`src/rtl/aurora_os_tx.sv`:
```
// aurora_os_tx: serialises 1-4 byte ordered sets, data bytes and pseudo-random idles into one K-flagged byte stream.
// Latency: 1 cycle from the accept edge to tx_data_o; later bytes of a set follow on each tx_ce_i strobe.
// Backpressure: readies are low unless tx_ce_i is high at a byte boundary; define AURORA_OS_CC_EN for CC bursts.
module aurora_os_tx #(
    parameter logic [6:0] LFSR_SEED = 7'h7F,
    parameter int         CC_PERIOD = 5000,
    parameter int         CC_REPEAT = 3
) (
    input  logic        clk,
    input  logic        rst_n,
    input  logic        tx_ce_i,
    input  logic [31:0] os_i,
    input  logic        os_valid_i,
    output logic        os_ready_o,
    input  logic [7:0]  data_i,
    input  logic        data_valid_i,
    output logic        data_ready_o,
    output logic [7:0]  tx_data_o,
    output logic        tx_is_k_o,
    output logic        busy_o
);

    // Ordered-set codes with special handling; real sets carry their bytes LSB first.
    localparam logic [31:0] OS_NONE = 32'h0000_0000;
    localparam logic [31:0] OS_I    = 32'h0000_0001;

    localparam logic [7:0] K28_5 = 8'hBC;
    localparam logic [7:0] K28_3 = 8'h7C;
    localparam logic [7:0] K28_0 = 8'h1C;
`ifdef AURORA_OS_CC_EN
    localparam logic [7:0]  K23_7    = 8'hF7;
    localparam logic [12:0] CC_LAST  = 13'(CC_PERIOD - 1);
    localparam logic [7:0]  CC_BYTES = 8'(2 * CC_REPEAT - 1);
`endif

    typedef enum logic [1:0] {
        IDLE,
        SEND_OS
`ifdef AURORA_OS_CC_EN
        ,
        SEND_CC
`endif
    } state_t;

    state_t      state, state_nxt;
    logic [7:0]  data_nxt;
    logic        k_nxt;
    logic [23:0] sh, sh_nxt;
    logic [1:0]  cnt, cnt_nxt;
    logic [6:0]  lfsr, lfsr_nxt;
    logic [4:0]  a_cnt, a_cnt_nxt;
    logic        first_idle, first_nxt;
    logic [1:0]  os_last;
    logic        cc_pending;
`ifdef AURORA_OS_CC_EN
    logic [12:0] cc_cnt, cc_cnt_nxt;
    logic        cc_pending_nxt;
    logic [7:0]  cc_left, cc_left_nxt;
`else
    assign cc_pending = 1'b0;
`endif

    // K28.x plus the four K x.7 codes used by Aurora; everything else is data.
    function automatic logic is_k(input logic [7:0] b);
        return (b == 8'hF7) || (b == 8'hFB) || (b == 8'hFD) || (b == 8'hFE) || (b[4:0] == 5'b11100);
    endfunction

    assign os_ready_o   = rst_n & tx_ce_i & (state == IDLE) & ~cc_pending;
    assign data_ready_o = os_ready_o & ~os_valid_i;
    assign busy_o       = (state != IDLE);

    // Index of the highest nonzero byte of the requested set (set length minus one).
    always_comb begin
        os_last = 2'd0;
        if (os_i[31:24] != 8'd0)      os_last = 2'd3;
        else if (os_i[23:16] != 8'd0) os_last = 2'd2;
        else if (os_i[15:8] != 8'd0)  os_last = 2'd1;
    end

    // Next-state and next-output selection; nothing moves without a byte strobe.
    always_comb begin
        state_nxt  = state;
        data_nxt   = tx_data_o;
        k_nxt      = tx_is_k_o;
        sh_nxt     = sh;
        cnt_nxt    = cnt;
        lfsr_nxt   = lfsr;
        a_cnt_nxt  = a_cnt;
        first_nxt  = first_idle;
`ifdef AURORA_OS_CC_EN
        cc_cnt_nxt     = cc_cnt;
        cc_pending_nxt = cc_pending;
        cc_left_nxt    = cc_left;
`endif
        if (tx_ce_i) begin
            case (state)
                IDLE: begin
                    if (cc_pending) begin
`ifdef AURORA_OS_CC_EN
                        data_nxt       = K23_7;
                        k_nxt          = 1'b1;
                        cc_left_nxt    = CC_BYTES;
                        cc_pending_nxt = 1'b0;
                        state_nxt      = SEND_CC;
`endif
                    end else if (os_valid_i && (os_i != OS_NONE) && (os_i != OS_I)) begin
                        data_nxt = os_i[7:0];
                        k_nxt    = is_k(os_i[7:0]);
                        sh_nxt   = os_i[31:8];
                        cnt_nxt  = os_last;
                        if (os_last != 2'd0) state_nxt = SEND_OS;
                    end else if (!os_valid_i && data_valid_i) begin
                        data_nxt = data_i;
                        k_nxt    = 1'b0;
                    end else begin
                        // Idle byte: forced K after reset, then A on counter expiry, else K/R by LFSR.
                        k_nxt    = 1'b1;
                        lfsr_nxt = {lfsr[5:0], lfsr[6] ^ lfsr[5]};
                        if (first_idle) begin
                            data_nxt  = K28_5;
                            first_nxt = 1'b0;
                            a_cnt_nxt = a_cnt - 5'd1;
                        end else if (a_cnt == 5'd0) begin
                            data_nxt  = K28_3;
                            a_cnt_nxt = 5'd16 + {1'b0, lfsr[3:0]};
                        end else begin
                            data_nxt  = lfsr[0] ? K28_0 : K28_5;
                            a_cnt_nxt = a_cnt - 5'd1;
                        end
                    end
                end
                SEND_OS: begin
                    data_nxt = sh[7:0];
                    k_nxt    = is_k(sh[7:0]);
                    sh_nxt   = {8'd0, sh[23:8]};
                    cnt_nxt  = cnt - 2'd1;
                    if (cnt == 2'd1) state_nxt = IDLE;
                end
`ifdef AURORA_OS_CC_EN
                SEND_CC: begin
                    data_nxt    = K23_7;
                    k_nxt       = 1'b1;
                    cc_left_nxt = cc_left - 8'd1;
                    if (cc_left == 8'd1) state_nxt = IDLE;
                end
`endif
                default: state_nxt = IDLE;
            endcase
`ifdef AURORA_OS_CC_EN
            // Expiry is evaluated last so a new period is never lost to the clear above.
            if (cc_cnt == CC_LAST) begin
                cc_cnt_nxt     = 13'd0;
                cc_pending_nxt = 1'b1;
            end else begin
                cc_cnt_nxt = cc_cnt + 13'd1;
            end
`endif
        end
    end

    // Main state and output registers; reset aborts any set in flight.
    always_ff @(posedge clk or negedge rst_n) begin
        if (!rst_n) begin
            state      <= IDLE;
            tx_data_o  <= K28_5;
            tx_is_k_o  <= 1'b1;
            sh         <= 24'd0;
            cnt        <= 2'd0;
            lfsr       <= LFSR_SEED;
            a_cnt      <= 5'd16 + {1'b0, LFSR_SEED[3:0]};
            first_idle <= 1'b1;
        end else begin
            state      <= state_nxt;
            tx_data_o  <= data_nxt;
            tx_is_k_o  <= k_nxt;
            sh         <= sh_nxt;
            cnt        <= cnt_nxt;
            lfsr       <= lfsr_nxt;
            a_cnt      <= a_cnt_nxt;
            first_idle <= first_nxt;
        end
    end

`ifdef AURORA_OS_CC_EN
    // Clock-compensation period counter and burst bookkeeping.
    always_ff @(posedge clk or negedge rst_n) begin
        if (!rst_n) begin
            cc_cnt     <= 13'd0;
            cc_pending <= 1'b0;
            cc_left    <= 8'd0;
        end else begin
            cc_cnt     <= cc_cnt_nxt;
            cc_pending <= cc_pending_nxt;
            cc_left    <= cc_left_nxt;
        end
    end
`endif

endmodule

```
`config.mk`:
```
export PLATFORM = sky130hd
export DESIGN_NAME = aurora_os_tx
export DESIGN_NICKNAME = d
export VERILOG_FILES = /design/src/rtl/aurora_os_tx.sv
export SDC_FILE = /design/constraint.sdc
export NUM_CORES = 1
export LEC_CHECK = 0
export CORE_MARGIN = 2
export CORE_UTILIZATION = 50
export CTS_BUF_LIST = sky130_fd_sc_hd__clkbuf_2 sky130_fd_sc_hd__clkbuf_4 sky130_fd_sc_hd__clkbuf_8
export CTS_CLUSTER_DIAMETER = 80
export CTS_CLUSTER_SIZE = 28
export DETAILED_ROUTE_END_ITERATION = 12
export GPL_TIMING_DRIVEN = 0
export PLACE_DENSITY = 0.89
export SLEW_MARGIN = 25
export SYNTH_ARGS = -nofsm -noshare
export SYNTH_HDL_FRONTEND = slang
export SYNTH_SLANG_ARGS = --single-unit
```
`constraint.sdc`:
```
create_clock -name clk -period 2.56 [get_ports clk]
set_input_delay 0.512 -clock clk [delete_from_list [all_inputs] [get_ports clk]]
set_output_delay 0.512 -clock clk [all_outputs]
set_load 0.03 [all_outputs]
```
---- Yosys cells after proc, flatten, opt, wreduce, memory -nomap -nowiden ----
Index checks and enable logic that the tools add are counted.
Widths: inputs -> output; s select.
word-level totals
  bits in registers ....................... 50
  logic and storage cells ................. 81
cells by class
  $add $sub $neg .......................... 3
  equal/unequal tests ..................... 16
  muxes and demuxes ....................... 22
  bitwise gates (word level) .............. 7
  reduce and logical (&&, ||, !) cells .... 25
operators by type and width
  cell                 count
  $eq 8x8->1 const B   8
  $pmux 24 s2          1
  $mux 8               5
  $ne 32x1->1 const B  1
  $reduce_bool 32->1   1
  $mux 24              1
  $reduce_bool 8->1    3
  $pmux 8 s2           1
  $mux 2               6
  $eq 5x5->1 const B   2
  $mux 5               2
  $logic_or 1x1->1     8
  $pmux 2 s2           2
  $reduce_and 4->1     2
  $reduce_bool 2->1    3
  $add 5x4->5 const A  1
  $logic_not 5->1      1
  $sub 5x1->5 const B  1
  $eq 2x1->1 const B   2
  $ne 2x1->1 const B   2
  $and 1x1->1          3
  $logic_and 1x1->1    3
  $mux 1               3
  $not 1->1            3
  8 further kinds      8

---- Logic depth before layout (Yosys ltp) ----
Gate-level depths: netlist of run 1.
  depth in word-level cells ............... 8
  mapped depth ............................ 7
  gate-level depth less buffers ........... 7

---- Worst setup path before layout of run 1 ----
Ideal clock, no wire load.
  kind .................................... input -> output
  start point ............................. input port tx_ce_i
  end point ............................... output port data_ready_o
  arrival time ............................ 1.868 ns
  setup slack ............................. 0.180 ns
  stages on the path ...................... 5
  buffers on the path ..................... 1
  cell sequence ........................... buf_2 > inv_1 > nor2_1 > and2_1 > nor2b_1
between the ends
  word-level cells in the longest chain between the ends .. 3
ends and longest elaborated chain
  what                       line  source
  start: declaration         11    input logic tx_ce_i,
  $and 1x1->1 (2 in series)  68    assign os_ready_o = rst_n & tx_ce_i & (state == IDLE) & ~cc_pending;
  named net os_ready_o       14    output logic os_ready_o,
  $and 1x1->1                69    assign data_ready_o = os_ready_o & ~os_valid_i;
  end: declaration           17    output logic data_ready_o,
The timed path passes the listed nets, and every way through them passes these cells.

---- Final worst setup path of run 1 ----
  start point ............................. register state[0]
  end point ............................... output port data_ready_o
between the ends
  word-level cells in the longest chain between the ends .. 3
ends and longest elaborated chain
  what                      line  source
  start: declaration        45    state_t state, state_nxt;
  start signal: assignment  173   state <= state_nxt;
  $logic_not 2->1           68
  $and 1x1->1               68
  $and 1x1->1               69
No other way between the ends.

==> results of run 1 <==
-- power by group --
group	total [uW]	switching, uW	internal (uW)
clock network	576	258	318
registers	1430	245	1190
logic	1400	769	632
total	3410	1270	2140
-- synth_stat cells, drive strengths merged (3+ instances only) --
library cell,instances,area (sq um)
nand3,5,25.0
and2,3,18.8
mux2,8,109
o221ai,5,43.8
a221oi,3,26.3
a21oi,25,125
nor4,8,129
buf,7,65.1
a211oi,3,22.5
o22ai,16,100
o211ai,4,30.0
dfstp,19,499
xor2,3,26.3
o21ai,12,75.1
dfrtp,30,751
a22o,8,70.1
nor3,5,25.0
nor2,18,67.6
and3,4,25.0
nand2,18,70.1
o31ai,5,37.5
clkbuf,4,15.0
inv,23,86.3
-- state kept, by name, summed over array words and instances (netlist names) --
| signal | count |
|---|---|
| sh | 24 |
| tx_data_o | 8 |
| lfsr | 7 |
| a_cnt | 5 |
| cnt | 2 |
| first_idle | 1 |
| state | 1 |
| tx_is_k_o | 1 |
-- path summary, 6_finish.rpt --
| kind | start | endpoint |
|---|---|---|
| max in group asynchronous | rst_n | sh[4] |
| min in group clk | lfsr[1] | lfsr[1] |
| min | rst_n | sh[16] |
| min reg2reg | lfsr[1] | lfsr[1] |
| max reg2reg | a_cnt[0] | tx_data_o[6] |
| max | state[0] | data_ready_o |
-- cell type report --
| class | count | area share [%] |
|---|---|---|
| Clock buffer | 6 | 2.44 |
| Inverter | 23 | 2.55 |
| Sequential cell | 49 | 37.0 |
| Clock inverter | 2 | 1.11 |
| Multi-Input combinational cell | 173 | 36.1 |
| Buffer | 11 | 2.37 |
| Tap cell | 70 | 2.59 |
| Timing Repair Buffer | 54 | 15.8 |
-- stage by stage --
| step | cell area [sq um] | hold slack [ns] | TNS (ns) | total power [uW] | worst slack (ns) |
|---|---|---|---|---|---|
| final | 3380 | 0.218 | 0 | 3410 | 0.140 |
| after global routing | 3380 | 0.266 | 0 | 3620 | 0.0484 |
| after CTS | 3380 | 0.233 | 0 | 3400 | 0.152 |
| after detailed placement | 3250 | 0.491 | -0.811 | 2810 | -0.257 |
| after global placement | 3260 | 0.486 | -13.53 | 2740 | -1.60 |
| after floorplan | 2630 | 0.216 | 0 | 2310 | 0.180 |
-- worst reg2reg max path, cell delays in order (launching register included) --
cell and delay (ns):
dfstp_2 0.40, inv_1 0.06, ha_1 0.18, nor4b_1 0.60
nand2_1 0.33, nor2_1 0.18, a211oi_1 0.08, o31ai_1 0.25
-- per-layer routing --
metal | vias to the layer above | track usage [%]
met5 | - | 0
met4 | 0 | 10.4
met3 | 15 | 6.52
met2 | 116 | 39.2
met1 | 1136 | 31.4
li1 | 1066 | -
-- cells by family (layout without fill, tap and decap cells) --
family                   count (synthesis)  after routing  synth area share (%)
XOR/XNOR                                 4              4                  1.33
flip-flops                              49             49                  47.5
multiplexers                             8              8                  4.14
AO/OA/AOI/OAI                           87             87                  22.3
adder cells (fa/ha/maj)                  2              2                 0.952
buffers and inverters                   34             96                  6.33
AND/OR/NAND/NOR                         72             72                  17.4
==> flow_metrics.tcl, run 1 <==
set metrics [dict create \
    die_height_um 76.5 \
    met1_length_um 2900 \
    skew_ns 0.00777 \
    finalHoldViolCount 0 \
    die_area_sq_um 5850 \
    synthArstFlopShare_pct 100 \
    initial_core_util_pct 51.8 \
    fin_cells 388 \
    r2r_cells 7 \
    grt_pass1_wl_um 11400 \
    final_cell_mix "clkdlybuf4s50_1 (51), dfrtp_1 (30), a21oi_1 (25)" \
    crit_buf_inv 2 \
    hold_class "in -> async" \
    numCtsBuffers 5 \
    io_pins 57 \
    syn_avg_cell_area_sq_um 10.3 \
    drt_iter0_drc 303 \
    antenna_found_initial 0 \
    leakage_uw 0.00141 \
    vias 2333 \
    num_rows 26 \
    portBuffers 54 \
    rsz0062_at_grt "no" \
    timing.final.crit_share_pct 94.5 \
    reg2reg_slack_ns 0.40 \
    n_antenna_cell 0 \
    worst_slew_pin_slew_ns 0.705 \
    finalSetupViolCount 0 \
    postCtsSetupRepairBufs 0 \
    route.antenna.remaining_nets 0 \
    timing.fmax_mhz 413 \
    hpwl_um 4960 \
    layout_commonest_cell "clkdlybuf4s50_1" \
    cp_slowest_stage_delay_ns 0.40 \
    wire_per_inst_um 17.4 \
    cp_cell_sequence "clkbuf_1, nor2_4, and2_1, nor2b_1, dlygate4sd2_1" \
    clock_sinks 49 \
    first_pass_iters 5 \
    clk_pin_slew_ns 0.09 \
    core_sq_um 5070 \
    arrival_ns 1.91 \
    grt_overflow 0 \
    maxUsedRoutingLayer "met4" \
    fin_nets 364 \
    drc 0 \
    wl_met2_um 3290 \
    multi_input_area_sq_um 1220 \
    finalCriticalPeriod_ns 2.42 \
    path_delay_family "buffers and inverters" \
    ys_ff_latch 49 \
    seq_area_sq_um 1250 \
    worst_setup_path_end_kind "primary output" \
    cp.depth 5 \
    ys_types 49 \
    slowest_stage "dfrtp_1" \
    critPathKind "reg -> out" \
    cts-root-buf "clkbuf_8" \
    vdd_drop_max_mv 0.496 \
    finalWeightedCongestion 0.897 \
    yosysSeqAreaShare_pct 47.5 \
    dieWidth_um 76.5 \
    cts-htree-levels 2 \
    avgViaCountPerCell 6.01 \
    yosysWarnings 0 \
    fin_util_pct 66.6 \
    maxSlewViolCount 0 \
    grt_max_degree 51 \
    cts_tree "built" \
    synth_edf_count 0 \
    power.density_nw_per_um2 1010 \
    dp_cells 380 \
    critPathMaxFanout 10 \
    drive_above_1_share_pct 18.9 \
    synthCells 256 \
    synthFlopType "dfrtp_1" \
    cts_buffer_depth 2 \
    finalWirelength_um 6760 \
    hold_buffers 0 \
    status "finished, final reports clean" \
    cp-start-kind "flop" \
    relSlewSlack_pct 52.3 \
    grtUsageTotal_pct 24.5 \
    first_global_vias 2390 \
    clock_latency_ns 0.31 \
    syn_to_final_growth_pct 28.6 \
    syn_area_sq_um 2630 \
    max_cap_violations 0 \
    critPathRequiredTime_ns 2.05 \
    fill_cells 402 \
    synth_nets 303 \
    ctsResizeCount 4 \
    met3_length_um 429 \
]
(Power assumes the default switching activity.)
==> inputs of run 2 (changes only) <==
- CTS_BUF_LIST: sky130_fd_sc_hd__clkbuf_2 sky130_fd_sc_hd__clkbuf_4 sky130_fd_sc_hd__clkbuf_8 -> sky130_fd_sc_hd__clkbuf_4 sky130_fd_sc_hd__clkbuf_8 sky130_fd_sc_hd__clkbuf_16
- DONT_BUFFER_PORTS: unset -> 1
- PLACE_DENSITY: 0.89 -> 0.75
- SLEW_MARGIN: 25 -> 30
==> flow_metrics.tcl, run 2 (synthesis gave the netlist of run 1 again) <==
set metrics [dict create \
    status "finished, final reports clean" \
    cts_tree "built" \
    grtUsageMet2_pct 32.7 \
    cts-htree-levels 2 \
    grt_overflow 0 \
    vdd_drop_max_mv 0.501 \
    dp_cells 326 \
    postCtsSetupRepairBufs 0 \
    placed_area_sq_um 2720 \
    clock_sinks 49 \
    seq_area_sq_um 1250 \
    grtUsageTotal_pct 21.2 \
    max_cap_violations 0 \
    endpoint "data_ready_o" \
    multi_input_area_sq_um 1220 \
    final_cell_area_sq_um 2840 \
    finalSetupViolCount 0 \
    timing.hold.ws_ns 0.0278 \
    numCtsBuffers 5 \
    io_pins 57 \
    cp-start-kind "flop" \
    worst_slew_pin_slew_ns 0.682 \
    first_pass_iters 4 \
    finalCriticalPeriod_ns 2.46 \
    drc 0 \
    route.antenna.remaining_nets 0 \
    arrival_ns 1.95 \
    skew_ns 0.0113 \
    grt_pass1_wl_um 9780 \
    relSlewSlack_pct 53.9 \
    cts-root-buf "clkbuf_8" \
    hold_class "in -> async" \
    worst_setup_path_end_kind "primary output" \
    cts_buffer_depth 2 \
    layout_commonest_cell "dfrtp_1" \
    n_antenna_cell 0 \
    rsz0062_at_grt "no" \
    finalHoldViolCount 0 \
    top_usage_layer "met2" \
    grt_max_degree 31 \
    critPathMaxFanout 10 \
    reg2reg_slack_ns 0.45 \
    fin_ws_ns 0.101 \
    first_global_vias 2021 \
    r2r_cells 5 \
    die_height_um 76.5 \
    critPathKind "reg -> out" \
    r2r_start "state[0]" \
    fin_cells 335 \
    top_regs "sh (24), tx_data_o (8), lfsr (7)" \
    crit_start "state[0]" \
    vias 1989 \
    clock_latency_ns 0.30 \
    drive_above_1_share_pct 23.4 \
    syn_to_final_growth_pct 7.95 \
    die_area_sq_um 5850 \
    initial_core_util_pct 51.8 \
    fin_nets 311 \
    largest_reg_flops 24 \
    fill_cells 468 \
    grt_use_met3_pct 7.70 \
    drt_iter0_drc 170 \
    clk_pin_slew_ns 0.09 \
    leakage_uw 0.00119 \
    power.density_nw_per_um2 1060 \
    critPathRequiredTime_ns 2.05 \
    timing.fmax_mhz 407 \
    antenna_found_initial 0 \
    final_cell_mix "dfrtp_1 (30), a21oi_1 (25), inv_1 (23)" \
    num_rows 26 \
    dieWidth_um 76.5 \
    wire_per_inst_um 17.4 \
    core_sq_um 5070 \
    finalWeightedCongestion 0.824 \
    timing.final.crit_share_pct 96.1 \
    avgViaCountPerCell 5.94 \
    portBuffers 0 \
    top_register "sh" \
    preCtsSetupSlack_ns -0.0511 \
    grtUsageMet1_pct 27.7 \
    r2r-end "cnt[1]" \
    hpwl_um 4460 \
    maxSlewViolCount 0 \
    finalWirelength_um 5830 \
]
## run 2: critical path, stage by stage, from the launching register on
cell and delay (ns):
dfrtp_1 0.50, clkbuf_1 0.27, nor2_2 0.30, and2_2 0.30, nor2b_4 0.28
## run 2: what timing repair did
item | 4_1_cts | 5_1_grt
hold buffers | 1 | 0
endpoints found under the hold margin | 30 | 0
endpoints found under the setup margin | 1 | 0
gates resized for setup | 4 | 0
## run 2: power by group
group	internal (uW)	total (uW)	switching, uW
Sequential	1190	1600	406
Combinational	445	953	508
Clock	204	457	252
Total	1840	3010	1170
## run 2: cell type report
cell class | instances | area share [%]
timing repair buffer | 1 | 0.705
clock buffer | 6 | 2.69
buffer | 11 | 2.82
inverter | 23 | 3.04
multi-input combinational | 173 | 43.1
clock inverter | 2 | 0.485
sequential | 49 | 44.0
tap | 70 | 3.09
## run 2: layer usage
layer,part of all wire [%],vias to the layer above
met3,10,7
li1,-,950
met2,44,79
met4,1.3,0
met5,0,-
met1,45,953
## run 2: worst min path at each step
stage	endpoint
final	tx_data_o[1]
after global routing	lfsr[1]
after CTS	sh[19]
after detailed placement	cnt[0]
after global placement	cnt[0]
after floorplan	cnt[0]
## run 2: through the flow
step	power [uW]	util (%)	setup TNS, ns
4_1_cts	3030	55.9	0
6_report	3010	55.9	0
3_5_place_dp	2550	53.5	-0.0511
3_3_place_gp	2510	53.5	-0.0430
2_1_floorplan	2310	-	0
5_1_grt	3230	55.9	0
